==> src/rtl/fetch_stage.sv <==
// Front-end fetcher: one imem read at a time, packet {pc, insn, mask} held for decode.
// Latency: rsp_valid at cycle M -> fetch_bus_is_busy at M+1; next request the cycle after recv.
// Backpressure: request held stable until imem_req_ready; packet held stable until fetch_bus_recv.
module fetch_stage #(
    parameter int         CORE_ID     = 0,
    parameter int         PC_WIDTH    = 64,
    parameter int         INSN_WIDTH  = 32,
    parameter int         MASK_WIDTH  = 8,
    parameter logic [7:0] HALT_OPCODE = 8'hFF
) (
    input  logic                  clk,
    input  logic                  rst_n,
    input  logic                  start,
    input  logic [PC_WIDTH-1:0]   start_pc,
    input  logic [MASK_WIDTH-1:0] start_mask,
    output logic                  imem_req_valid,
    output logic [PC_WIDTH-1:0]   imem_req_addr,
    input  logic                  imem_req_ready,
    input  logic                  imem_rsp_valid,
    input  logic [INSN_WIDTH-1:0] imem_rsp_data,
    output logic                  fetch_bus_is_busy,
    output logic [PC_WIDTH-1:0]   fetch_bus_pc,
    output logic [INSN_WIDTH-1:0] fetch_bus_insn,
    output logic [MASK_WIDTH-1:0] fetch_bus_exec_mask,
    input  logic                  fetch_bus_recv,
    input  logic                  redirect_valid,
    input  logic [PC_WIDTH-1:0]   redirect_pc,
    input  logic [MASK_WIDTH-1:0] redirect_mask,
    output logic                  halted
);

    typedef enum logic [2:0] {
        S_IDLE,
        S_REQ,
        S_WAIT_RSP,
        S_DISCARD,
        S_HOLD,
        S_HALTED
    } state_t;

    state_t                  state_q,     state_d;
    logic [PC_WIDTH-1:0]     pc_q,        pc_d;
    logic [MASK_WIDTH-1:0]   mask_q,      mask_d;
    logic                    busy_q,      busy_d;
    logic [PC_WIDTH-1:0]     bus_pc_q,    bus_pc_d;
    logic [INSN_WIDTH-1:0]   bus_insn_q,  bus_insn_d;
    logic [MASK_WIDTH-1:0]   bus_mask_q,  bus_mask_d;
    logic                    halted_q,    halted_d;

    // CORE_ID is identification only; no logic depends on it.
    logic [31:0] unused_core_id;
    assign unused_core_id = 32'(CORE_ID);

    // Next-state: the in-flight request is never re-issued; a redirect either
    // retargets an unaccepted request or turns the outstanding one into a discard.
    always_comb begin
        state_d    = state_q;
        pc_d       = pc_q;
        mask_d     = mask_q;
        busy_d     = busy_q;
        bus_pc_d   = bus_pc_q;
        bus_insn_d = bus_insn_q;
        bus_mask_d = bus_mask_q;
        halted_d   = halted_q;

        case (state_q)
            S_IDLE: begin
                if (start) begin
                    pc_d    = start_pc;
                    mask_d  = start_mask;
                    state_d = S_REQ;
                end
            end
            S_REQ: begin
                if (redirect_valid) begin
                    pc_d    = redirect_pc;
                    mask_d  = redirect_mask;
                    // An accepted old-address request must still drain.
                    state_d = imem_req_ready ? S_DISCARD : S_REQ;
                end else if (imem_req_ready) begin
                    state_d = S_WAIT_RSP;
                end
            end
            S_WAIT_RSP: begin
                if (redirect_valid) begin
                    pc_d    = redirect_pc;
                    mask_d  = redirect_mask;
                    state_d = imem_rsp_valid ? S_REQ : S_DISCARD;
                end else if (imem_rsp_valid) begin
                    bus_pc_d   = pc_q;
                    bus_insn_d = imem_rsp_data;
                    bus_mask_d = mask_q;
                    busy_d     = 1'b1;
                    pc_d       = pc_q + PC_WIDTH'(4);
                    state_d    = S_HOLD;
                end
            end
            S_DISCARD: begin
                if (redirect_valid) begin
                    pc_d   = redirect_pc;
                    mask_d = redirect_mask;
                end
                if (imem_rsp_valid) begin
                    state_d = S_REQ;
                end
            end
            S_HOLD: begin
                // Redirect beats a same-cycle recv: the packet is squashed.
                if (redirect_valid) begin
                    pc_d    = redirect_pc;
                    mask_d  = redirect_mask;
                    busy_d  = 1'b0;
                    state_d = S_REQ;
                end else if (fetch_bus_recv && busy_q) begin
                    busy_d = 1'b0;
                    if (bus_insn_q[7:0] == HALT_OPCODE) begin
                        halted_d = 1'b1;
                        state_d  = S_HALTED;
                    end else begin
                        state_d = S_REQ;
                    end
                end
            end
            S_HALTED: begin
                if (redirect_valid) begin
                    pc_d     = redirect_pc;
                    mask_d   = redirect_mask;
                    halted_d = 1'b0;
                    state_d  = S_REQ;
                end else if (start) begin
                    pc_d     = start_pc;
                    mask_d   = start_mask;
                    halted_d = 1'b0;
                    state_d  = S_REQ;
                end
            end
            default: begin
                state_d = S_IDLE;
            end
        endcase
    end

    // State and packet registers with synchronous active-low reset.
    always_ff @(posedge clk) begin
        if (!rst_n) begin
            state_q    <= S_IDLE;
            pc_q       <= '0;
            mask_q     <= '0;
            busy_q     <= 1'b0;
            bus_pc_q   <= '0;
            bus_insn_q <= '0;
            bus_mask_q <= '0;
            halted_q   <= 1'b0;
        end else begin
            state_q    <= state_d;
            pc_q       <= pc_d;
            mask_q     <= mask_d;
            busy_q     <= busy_d;
            bus_pc_q   <= bus_pc_d;
            bus_insn_q <= bus_insn_d;
            bus_mask_q <= bus_mask_d;
            halted_q   <= halted_d;
        end
    end

    assign imem_req_valid      = (state_q == S_REQ);
    assign imem_req_addr       = pc_q;
    assign fetch_bus_is_busy   = busy_q;
    assign fetch_bus_pc        = bus_pc_q;
    assign fetch_bus_insn      = bus_insn_q;
    assign fetch_bus_exec_mask = bus_mask_q;
    assign halted              = halted_q;

endmodule

==> config.mk <==
export PLATFORM = sky130hd
export DESIGN_NAME = fetch_stage
export DESIGN_NICKNAME = d
export VERILOG_FILES = /design/src/rtl/fetch_stage.sv
export SDC_FILE = /design/constraint.sdc
export NUM_CORES = 1
export LEC_CHECK = 0
export ABC_AREA = 0
export CORE_ASPECT_RATIO = 0.8
export CORE_UTILIZATION = 30
export DETAILED_ROUTE_END_ITERATION = 8
export PLACE_DENSITY_LB_ADDON = 0.05
export RECOVER_POWER = 25
export SYNTH_ARGS = -nofsm -noshare
export SYNTH_HDL_FRONTEND = slang
export SYNTH_SLANG_ARGS = --single-unit
export TNS_END_PERCENT = 1
==> constraint.sdc <==
create_clock -name clk -period 6.75 [get_ports clk]
set_clock_uncertainty 0.2 [all_clocks]
set_input_delay 1.35 -clock clk [delete_from_list [all_inputs] [get_ports clk]]
set_output_delay 1.35 -clock clk [all_outputs]
set_load 0.01 [all_outputs]
# == Word-level counts from Yosys, hierarchy flattened ==
# Index checks and enable logic that the tools add are counted.
# word_totals
ff_bits,181
latchBits,0
mem_bits_rw,0
romBits,0
inputBits,183
output_inout_bits,171
word_cells,76
memories,0
# op_classes
addsub,1
n_mul,0
div_mod_pow,0
magnitude_cmp,0
n_eq_ne,18
n_shift,0
mux,34
bitwise_logic,1
reduce_logical,14
# op_table
op,count
$mux W64,5
$pmux W64 S4,1
$add A64 B3 Y64 const B,1
$mux W3,10
$mux W8,3
$pmux W8 S3,1
$pmux W3 S6,1
$ne A2 B2 Y1 const B,6
$mux W1,9
$ne A3 B3 Y1 const B,3
$eq A8 B8 Y1 const B,1
$reduce_and A4 Y1,2
$eq A3 B2 Y1 const B,2
$eq A3 B3 Y1 const B,2
$reduce_and A3 Y1,2
$reduce_and A5 Y1,1
$mux W2,2
$ne A2 B1 Y1 const B,2
$pmux W1 S2,2
$reduce_bool A2 Y1,2
$reduce_bool A4 Y1,1
$reduce_or A4 Y1,1
$eq A3 B1 Y1 const B,1
$logic_not A3 Y1,1
6 further kinds,6

# == Depth between registers and ports, before layout ==
# Gate-level depths: netlist (run 1).
# depth
ltp_word,5
ltp_mapped,10
depth_no_buf,7

# == Worst setup path before layout (run 1) ==
# Ideal clock, no wire load.
# synth_timing
kind,input to register
start,in redirect_valid
end,reg bus_pc_q[52] (netlist: fetch_bus_pc[52])
setup_time_ps,70
arrival_ps,2790
required_time_ps,6480
path_slack_ps,3690
cell_stages,8
path_buffers,4
cell_sequence,buf_2 nor4b_2 and2_1 clkbuf_1 buf_2 buf_2 nand2_1 a21oi_1
# synth_between
elab_chain_cells,2
# synth_lines
element,line_no,rtl
from (decl),26,"input logic redirect_valid,"
$not A1 Y1 (no line),n/a,
$reduce_and A3 Y1 (no line),n/a,
to (signal assigned),159,bus_pc_q <= bus_pc_d;
to (decl),45,"logic [PC_WIDTH-1:0] bus_pc_q, bus_pc_d;"
# No other way between the ends.
# A chain may end at the register's enable or synchronous reset.

# == Worst setup path after layout (run 1) ==
# layout_timing
start,in redirect_valid
end,reg pc_q[46] (netlist: imem_req_addr[46])
# layout_between
elab_chain_cells,2
word_cells_on_any_way,6
cone_classes,eq/ne: 2; mux: 3; reduce/logical: 1
# layout_lines
element,line_no,rtl
"$mux W64, or another cell as far along",125,if (redirect_valid) begin
$pmux W64 S4 or $reduce_and A3 Y1 (tied branches),n/a,
to (signal assigned),156,pc_q <= pc_d;
to (decl),42,"logic [PC_WIDTH-1:0] pc_q, pc_d;"
# Several ways; a longest one is shown, not always the timed one.

==> impl_summary.txt, run 1 <==
----------------------------------------------------
[Timing]
  Unrepaired setup endpoints after global routing ... false
  Final setup fails ... 0
  Setup Total Neg Slack ... 0 ns
  Maximum operating frequency ... 219.0 MHz
  Least-Margin Pin Slew ... 1.037 ns
  Period minus WS final ... 4.567 ns
  Final Cycle Share ... 67.66%
  Final slew viol count ... 0
  Post-layout worst setup margin ... 2.183 ns
  Worst slew margin relative to its limit ... 30.90%
  Final hold violation count ... 0

[Routing]
  Total length of routed wires ... 42540 um
  Vias after detailed routing ... 10.84k
  Antenna Nets Post-Route ... 0
  Total DRC errors in the routed layout ... 0
  Average routed wire per standard cell ... 21.08 um
  Detailed router's first-iteration violation count ... 942
  Drt via density ... 5.372
  DR pass1 iterations ... 5

[Clock network]
  Cell at the root of the clock tree ... clkbuf_16
  Number of levels in the clock H-tree ... 4
  Number of buffers inserted during clock tree synthesis ... 17
  # resized after CTS ... 0
  Clock-pin slew of the registers on the worst-case setup and hold paths ... 0.07 ns
  Maximum count of clock buffers along a single path ... 2
  Count of hold buffers inserted by post-cts repair ... 0
  Clock insertion delay at the later pin of the skew report ... 0.45 ns
  Clock tree from TritonCTS ... yes
  Number of buffers inserted by post-CTS setup repair ... 0
  Number of clock sinks ... 181

[Synthesis]
  Proportion of register bits with asynchronous set or reset after synthesis ... 0%
  Top-count cell post-synth ... nand2_1
  Summed instance area of the synthesized netlist ... 9843 um2
  Number of distinct library cell variants in the gate-level netlist after synthesis ... 79
  Synth Register Bits ... 181
  Top_reg_cell synth ... dfxtp_1
  Number of warnings issued by yosys ... 0
  Average cell area after synthesis ... 7.543 um2
  Most frequent cells after synthesis ... 284 x nand2_1, 181 x dfxtp_1, 168 x a21oi_1
  Synth area leader ... dfxtp_1
  Post-synth net total ... 1489
  Fraction of post-synthesis cell area in the top cell type by area ... 36.81%
  Leading cell types by total area after synthesis ... dfxtp_1 37%, nand2_1 11%, a21oi_1 8.5%
  Count of flip-flops with a built-in enable after synthesis ... 0
  Sequential element share of the synthesized area ... 36.81%
  Post-synthesis cell count ... 1305

[Final layout]
  Fraction of layout cells with a size suffix above 1 ... 6.662%
  Footprint of the multi-input gates ... 5657 um2
  Post-route core utilization ... 44.31%
  Total non-filler cell area in the finished layout ... 14110 um2
  FF/Latch Area ... 3623 um2
  Syn-to-layout area delta ... 43.40%
  Final-stage net count ... 1762
  Filler Cell Count ... 3312

[Global route]
  All-layer global routing usage ... 24.84%
  Global route total overflow ... 0
  First-pass GRT wire length ... 63550 um
  Initial antenna violation count ... 8
  Pin count of the biggest net entering global routing ... 82
  Via count of the first global-routing pass ... 10.22k

[Pwr]
  Static leakage ... 5.135 nW
  Maximum VDD drop ... 0.1496 mV
  Power per unit of standard cell area ... 226.6 nW/um2
  Total Power ... 0.003199 W

[Die]
  Number of primary I/O pins ... 354
  Effective utilization at floorplan ... 30.90%
  Die extent in x ... 204.5 um
  Die area ... 33540 um2
  Area inside the core boundary ... 31860 um2
  Site row count ... 58
  Die boundary height ... 164.0 um

[Placed design]
  Buffers on Ports ... 353
  Dpl ws ... 1.790 ns
  Weighted congestion at the end of routability-driven global placement ... 0.8561
  Total cell area at the placement stage ... 13540 um2
  Post-detail-place hpwl ... 30090 um

[Critical path]
  Element type at the critical path end ... flip-flop
  Kind of start point of the critical path ... primary input
  Worst Path Class, Setup ... primary input to flip-flop
  CP Max Fanout ... 35
  Data arrival time at the worst-slack endpoint ... 4.74 ns
  Required time at the endpoint of the critical path ... 6.92 ns
  Depth of the worst register-to-register path ... 6

[Worst hold path]
  Number of cells on the worst hold path ... 2
  Min-Delay Path Class ... flip-flop to flip-flop

[Job]
  Max-cap violation count ... 0

[Outcome]
  Status ... finished clean

----------------------------------------------------
report_power, final:
part	switching, W	internal, W
sequential	0.000192	0.00115
combinational	0.000438	0.000424
clock	0.000455	0.000539
total	0.00108	0.00211
flip-flops by register name (all words and copies together) (netlist names):
register,flops
fetch_bus_exec_mask,8
fetch_bus_is_busy,1
mask_q,8
halted,1
fetch_bus_insn,32
state_q,3
fetch_bus_pc,64
imem_req_addr,64
critical path, cell delays in order:
cell	delay, ns
clkdlybuf4s50_1	0.82
nor2_1	0.17
o21ai_1	0.45
o21a_2	0.78
nand2_1	0.43
or4_1	0.61
o211ai_1	0.10
final cells by class:
cell class	instances	share of cell area (%)
timing repair buffer	369	25.83
inverter	23	0.6294
tap	420	3.723
multi-input combinational	986	40.08
clock inverter	7	0.5053
sequential	181	25.67
antenna	7	0.1241
clock buffer	25	3.439
cells in the final DEF (no fill, tap or decap), drive strengths merged, types with 4 or more instances in the layout:
cell	n
a21oi	168
a31oi	26
mux2i	37
dfxtp	181
nand3	43
a221o	13
o221ai	5
o221a	15
o21a	6
o2bb2ai	12
a32o	5
buf	18
inv	24
or3	4
o21ai	64
nor3	25
nor4	16
diode	7
o211ai	6
o31a	5
nor2b	4
clkdlybuf4s50	263
a41oi	4
mux2	19
a211oi	4
dlygate4sd3	88
a221oi	4
clkbuf	25
o22ai	14
and3	19
nand2	284
a22oi	9
and2	11
o41ai	5
nor2	80
or4	4
nand4	26
and4	10
final timing paths:
path | startpoint | to | slack, ns
hold reg to reg | fetch_bus_pc[25]$_SDFFE_PN0P_ | fetch_bus_pc[25]$_SDFFE_PN0P_ | 0.25
setup / recovery | redirect_valid | imem_req_addr[46]$_SDFFE_PN0P_ | 2.18
setup reg to reg | state_q[0]$_SDFFE_PN0P_ | imem_req_addr[46]$_SDFFE_PN0P_ | 3.23
hold / removal | fetch_bus_pc[25]$_SDFFE_PN0P_ | fetch_bus_pc[25]$_SDFFE_PN0P_ | 0.25
metrics by stage:
step	hold WS, ns	instances
floorplan	0.2319	1305
global placement	0.2418	1979
detailed placement	0.2456	1979
CTS	0.2557	2011
global route	0.2654	2015
finish	0.2506	2018
layer usage:
layer	track usage [%]	vias up	part of all wire, %
met5	0	-	0.052
met1	35.05	5153	48
li1	-	5274	-
met2	36.90	378	43
met3	7.163	31	7.8
met4	5.767	4	0.99
cells by family (layout without fill, tap and decap cells):
family / Yosys count / count (layout) / share of synthesized area (%)
other cells: 0 / 7 / 0
simple gates: 536 / 536 / 25.44
xor+xnor: 4 / 4 / 0.3560
buf+inv: 138 / 424 / 6.203
mux: 56 / 56 / 5.936
fa+ha+maj: 1 / 1 / 0.1271
flops: 181 / 181 / 36.81
compound gates: 389 / 389 / 25.13
Note: power is estimated with default switching activity, not from simulation.
==> run 2, diff against run 1 <==
Clock period 6.75 ns to 4.3 ns, I/O delays scaled along.
==> run 2 against run 1 <==
Effect of this change:
- sequential share of layout area down 0.48 points
- combinational power rose by 67%
- cell area increased by 1.9%
- largest cell class unchanged
- global-route usage up 0.071 points
- critical endpoint is now imem_req_addr[48]$_SDFFE_PN0P_
==> impl_summary.txt, run 2 (synthesized netlist as in run 1, its figures left out) <==
----------------------------------------------------
[Job]
  Max-cap violation count ... 0 (unchanged)

[Global route]
  All-layer global routing usage ... 24.91% (+0.071 points)
  First-pass GRT wire length ... 63740 um (+0.30%)
  Pin count of the biggest net entering global routing ... 105 (+28%)
  Via count of the first global-routing pass ... 10.31k (+0.82%)
  Global route total overflow ... 0 (unchanged)
  Initial antenna violation count ... 7 (-1)

[Routing]
  Average routed wire per standard cell ... 20.94 um (-0.67%)
  Total DRC errors in the routed layout ... 0 (unchanged)
  Vias after detailed routing ... 11.01k (+1.6%)
  Detailed router's first-iteration violation count ... 1065 (+13%)
  Total length of routed wires ... 42630 um (+0.21%)
  Drt via density ... 5.410 (+0.71%)
  Antenna Nets Post-Route ... 0 (unchanged)
  DR pass1 iterations ... 7 (+2)

[Pwr]
  Static leakage ... 5.300 nW (+3.2%)
  Portion of total power attributed to the clock network ... 32.6% (+1.5 points)
  Sw Share ... 33.84% (-0.073 points)
  Proportion of power drawn by combinational gates ... 27.4% (+0.5 points)
  Maximum VDD drop ... 0.3094 mV (+110%)
  Power per unit of standard cell area ... 364.1 nW/um2 (+61%)
  Net switching power figure ... 0.001772 W (+63%)
  Internal power component ... 0.003465 W (+64%)
  Sequential Power Share ... 40.0% (-2.0 points)

[Timing]
  Final setup fails ... 0 (unchanged)
  Maximum operating frequency ... 309.0 MHz
  Least-Margin Pin Slew ... 1.053 ns (+0.01679 ns)
  Final hold violation count ... 0 (unchanged)
  Unrepaired setup endpoints after global routing ... false
  Worst slew margin relative to its limit ... 29.77% (-1.1 points)
  Setup Total Neg Slack ... 0 ns (unchanged)
  Period minus WS final ... 3.237 ns
  Final Cycle Share ... 75.27%
  Final slew viol count ... 0 (unchanged)

[Critical path]
  Largest delay contributor family on the critical path ... compound AO/OA/AOI/OAI gates
  Data arrival time at the worst-slack endpoint ... 3.38 ns (-1.36 ns)
  Depth of the worst register-to-register path ... 6 (unchanged)
  Maximum cell stage delay along the critical path ... 0.80 ns (-0.02 ns)
  Kind of start point of the critical path ... primary input
  Capture instance of the worst register-to-register path ... imem_req_addr[48]$_SDFFE_PN0P_
  Element type at the critical path end ... flip-flop
  Required time at the endpoint of the critical path ... 4.45 ns (-2.47 ns)
  Sum of buffers and inverters on the critical path ... 2 (+1)
  Ordered cell list for the critical path ... clkdlybuf4s50_1 -> inv_1 -> a21oi_1 -> o21ai_4 -> nor2_1 -> a22oi_1 -> o21ai_0
  Worst setup slack for register-to-register paths ... 1.30 ns (-1.93 ns)
  Worst Path Class, Setup ... primary input to flip-flop
  CP Max Fanout ... 14 (-60%)
  Beginning of the worst register-to-register path ... state_q[0]$_SDFFE_PN0P_
  Slowest stage cell on the critical path ... nor2_1

[Worst hold path]
  Min-Delay Path Class ... flip-flop to flip-flop
  Startpoint of the lowest-slack hold path ... fetch_bus_insn[13]$_SDFFE_PN0P_
  Number of cells on the worst hold path ... 2 (unchanged)
  End point of the most critical hold path ... fetch_bus_insn[13]$_SDFFE_PN0P_

[Die]
  Site row count ... 58 (unchanged)
  Die area ... 33540 um2 (unchanged)
  Effective utilization at floorplan ... 30.90% (unchanged)
  Die extent in x ... 204.5 um (unchanged)
  Die boundary height ... 164.0 um (unchanged)
  Number of primary I/O pins ... 354 (unchanged)
  Area inside the core boundary ... 31860 um2 (unchanged)

[Clock network]
  Clock insertion delay at the later pin of the skew report ... 0.44 ns (about the same)
  Clock tree from TritonCTS ... yes
  Number of clock sinks ... 181 (unchanged)
  Maximum count of clock buffers along a single path ... 2 (unchanged)
  Number of buffers inserted by post-CTS setup repair ... 0 (unchanged)
  Cell at the root of the clock tree ... clkbuf_16
  # resized after CTS ... 0 (unchanged)
  Count of hold buffers inserted by post-cts repair ... 0 (unchanged)
  Clock-pin slew of the registers on the worst-case setup and hold paths ... 0.07 ns (about the same)
  Number of buffers inserted during clock tree synthesis ... 17 (unchanged)
  Number of levels in the clock H-tree ... 4 (unchanged)

[Final layout]
  FF/Latch Area ... 3623 um2 (unchanged)
  Leading cell types in the layout, fill and taps excluded ... 283 x nand2_1, 264 x clkdlybuf4s50_1, 181 x dfxtp_1
  Final non-filler cell total ... 2036 (+0.89%)
  Fraction of layout cells with a size suffix above 1 ... 8.240% (+1.6 points)
  Footprint of the multi-input gates ... 5657 um2 (unchanged)
  Syn-to-layout area delta ... 46.13%
  Most common cell after layout, fill and taps aside ... nand2_1
  Filler Cell Count ... 3219 (-2.8%)
  Final-stage net count ... 1785 (+1.3%)

[Outcome]
  Status ... finished clean

[Placed design]
  Weighted congestion at the end of routability-driven global placement ... 0.8526 (-0.41%)
  Instance count after placement with tap cells included ... 2002 (+1.2%)
  Post-detail-place hpwl ... 30260 um (+0.54%)
  Buffers on Ports ... 353 (unchanged)

----------------------------------------------------
==> run 2: power by group through the flow <==
| stage | registers (W) | clock network (W) | logic [W] |
|---|---|---|---|
| floorplan | 0.00202 | 0 | 0.000770 |
| global placement | 0.00213 | 0 | 0.00142 |
| detailed placement | 0.00213 | 0 | 0.00144 |
| CTS | 0.00209 | 0.00175 | 0.00145 |
| global route | 0.00212 | 0.00181 | 0.00156 |
| finish | 0.00209 | 0.00171 | 0.00144 |
==> run 2: per-layer routing <==
metal	track usage (%)	share of wire (%)	vias up
met5	0	0.096	-
met4	5.597	1.4	6
met3	6.528	7.5	45
met2	37.38	44	381
met1	35.32	47	5270
li1	-	-	5312
==> run 2: stage by stage <==
step                util [%]  setup WS, ns  power (W)  hold slack [ns]  cell area [um2]
floorplan                  -         1.730   0.002792           0.2319             9843
global placement       43.20        0.8831   0.003549           0.2418            13760
detailed placement     43.20        0.8306   0.003563           0.2463            13760
CTS                    45.13         1.183   0.005288           0.2563            14380
global route           45.14         1.034   0.005486           0.2676            14380
finish                 45.15         1.063   0.005237           0.2517            14380
==> run 2: layout make-up <==
type,instances,share of cell area [%]
inverter,23,0.6176
timing repair buffer,392,26.90
clock inverter,13,1.200
clock buffer,19,3.079
tap,420,3.653
antenna,2,0.03479
multi-input combinational,986,39.33
sequential,181,25.19
==> run 2: worst max path at each step <==
| stage | start | endpoint | slack [ns] | depth (start not counted) |
|---|---|---|---|---|
| after floorplan | redirect_valid | fetch_bus_pc[52]$_SDFFE_PN0P_ | 1.73 | 8 |
| final | imem_rsp_valid | imem_req_addr[48]$_SDFFE_PN0P_ | 1.06 | 7 |
| after detailed placement | imem_rsp_valid | imem_req_addr[48]$_SDFFE_PN0P_ | 0.83 | 7 |
| after global placement | redirect_valid | imem_req_addr[23]$_SDFFE_PN0P_ | 0.88 | 7 |
| after CTS | imem_rsp_valid | imem_req_addr[48]$_SDFFE_PN0P_ | 1.18 | 7 |
| after global routing | imem_rsp_valid | imem_req_addr[48]$_SDFFE_PN0P_ | 1.03 | 7 |
==> run 2: worst register-to-register path, stage by stage, from the launching register on <==
cell and delay [ns]:
dfxtp_1 0.67, nor2_1 0.18, o21ai_1 0.46, o21ai_4 0.25, nor2_1 0.81, a22oi_1 0.20
o21ai_0 0.16
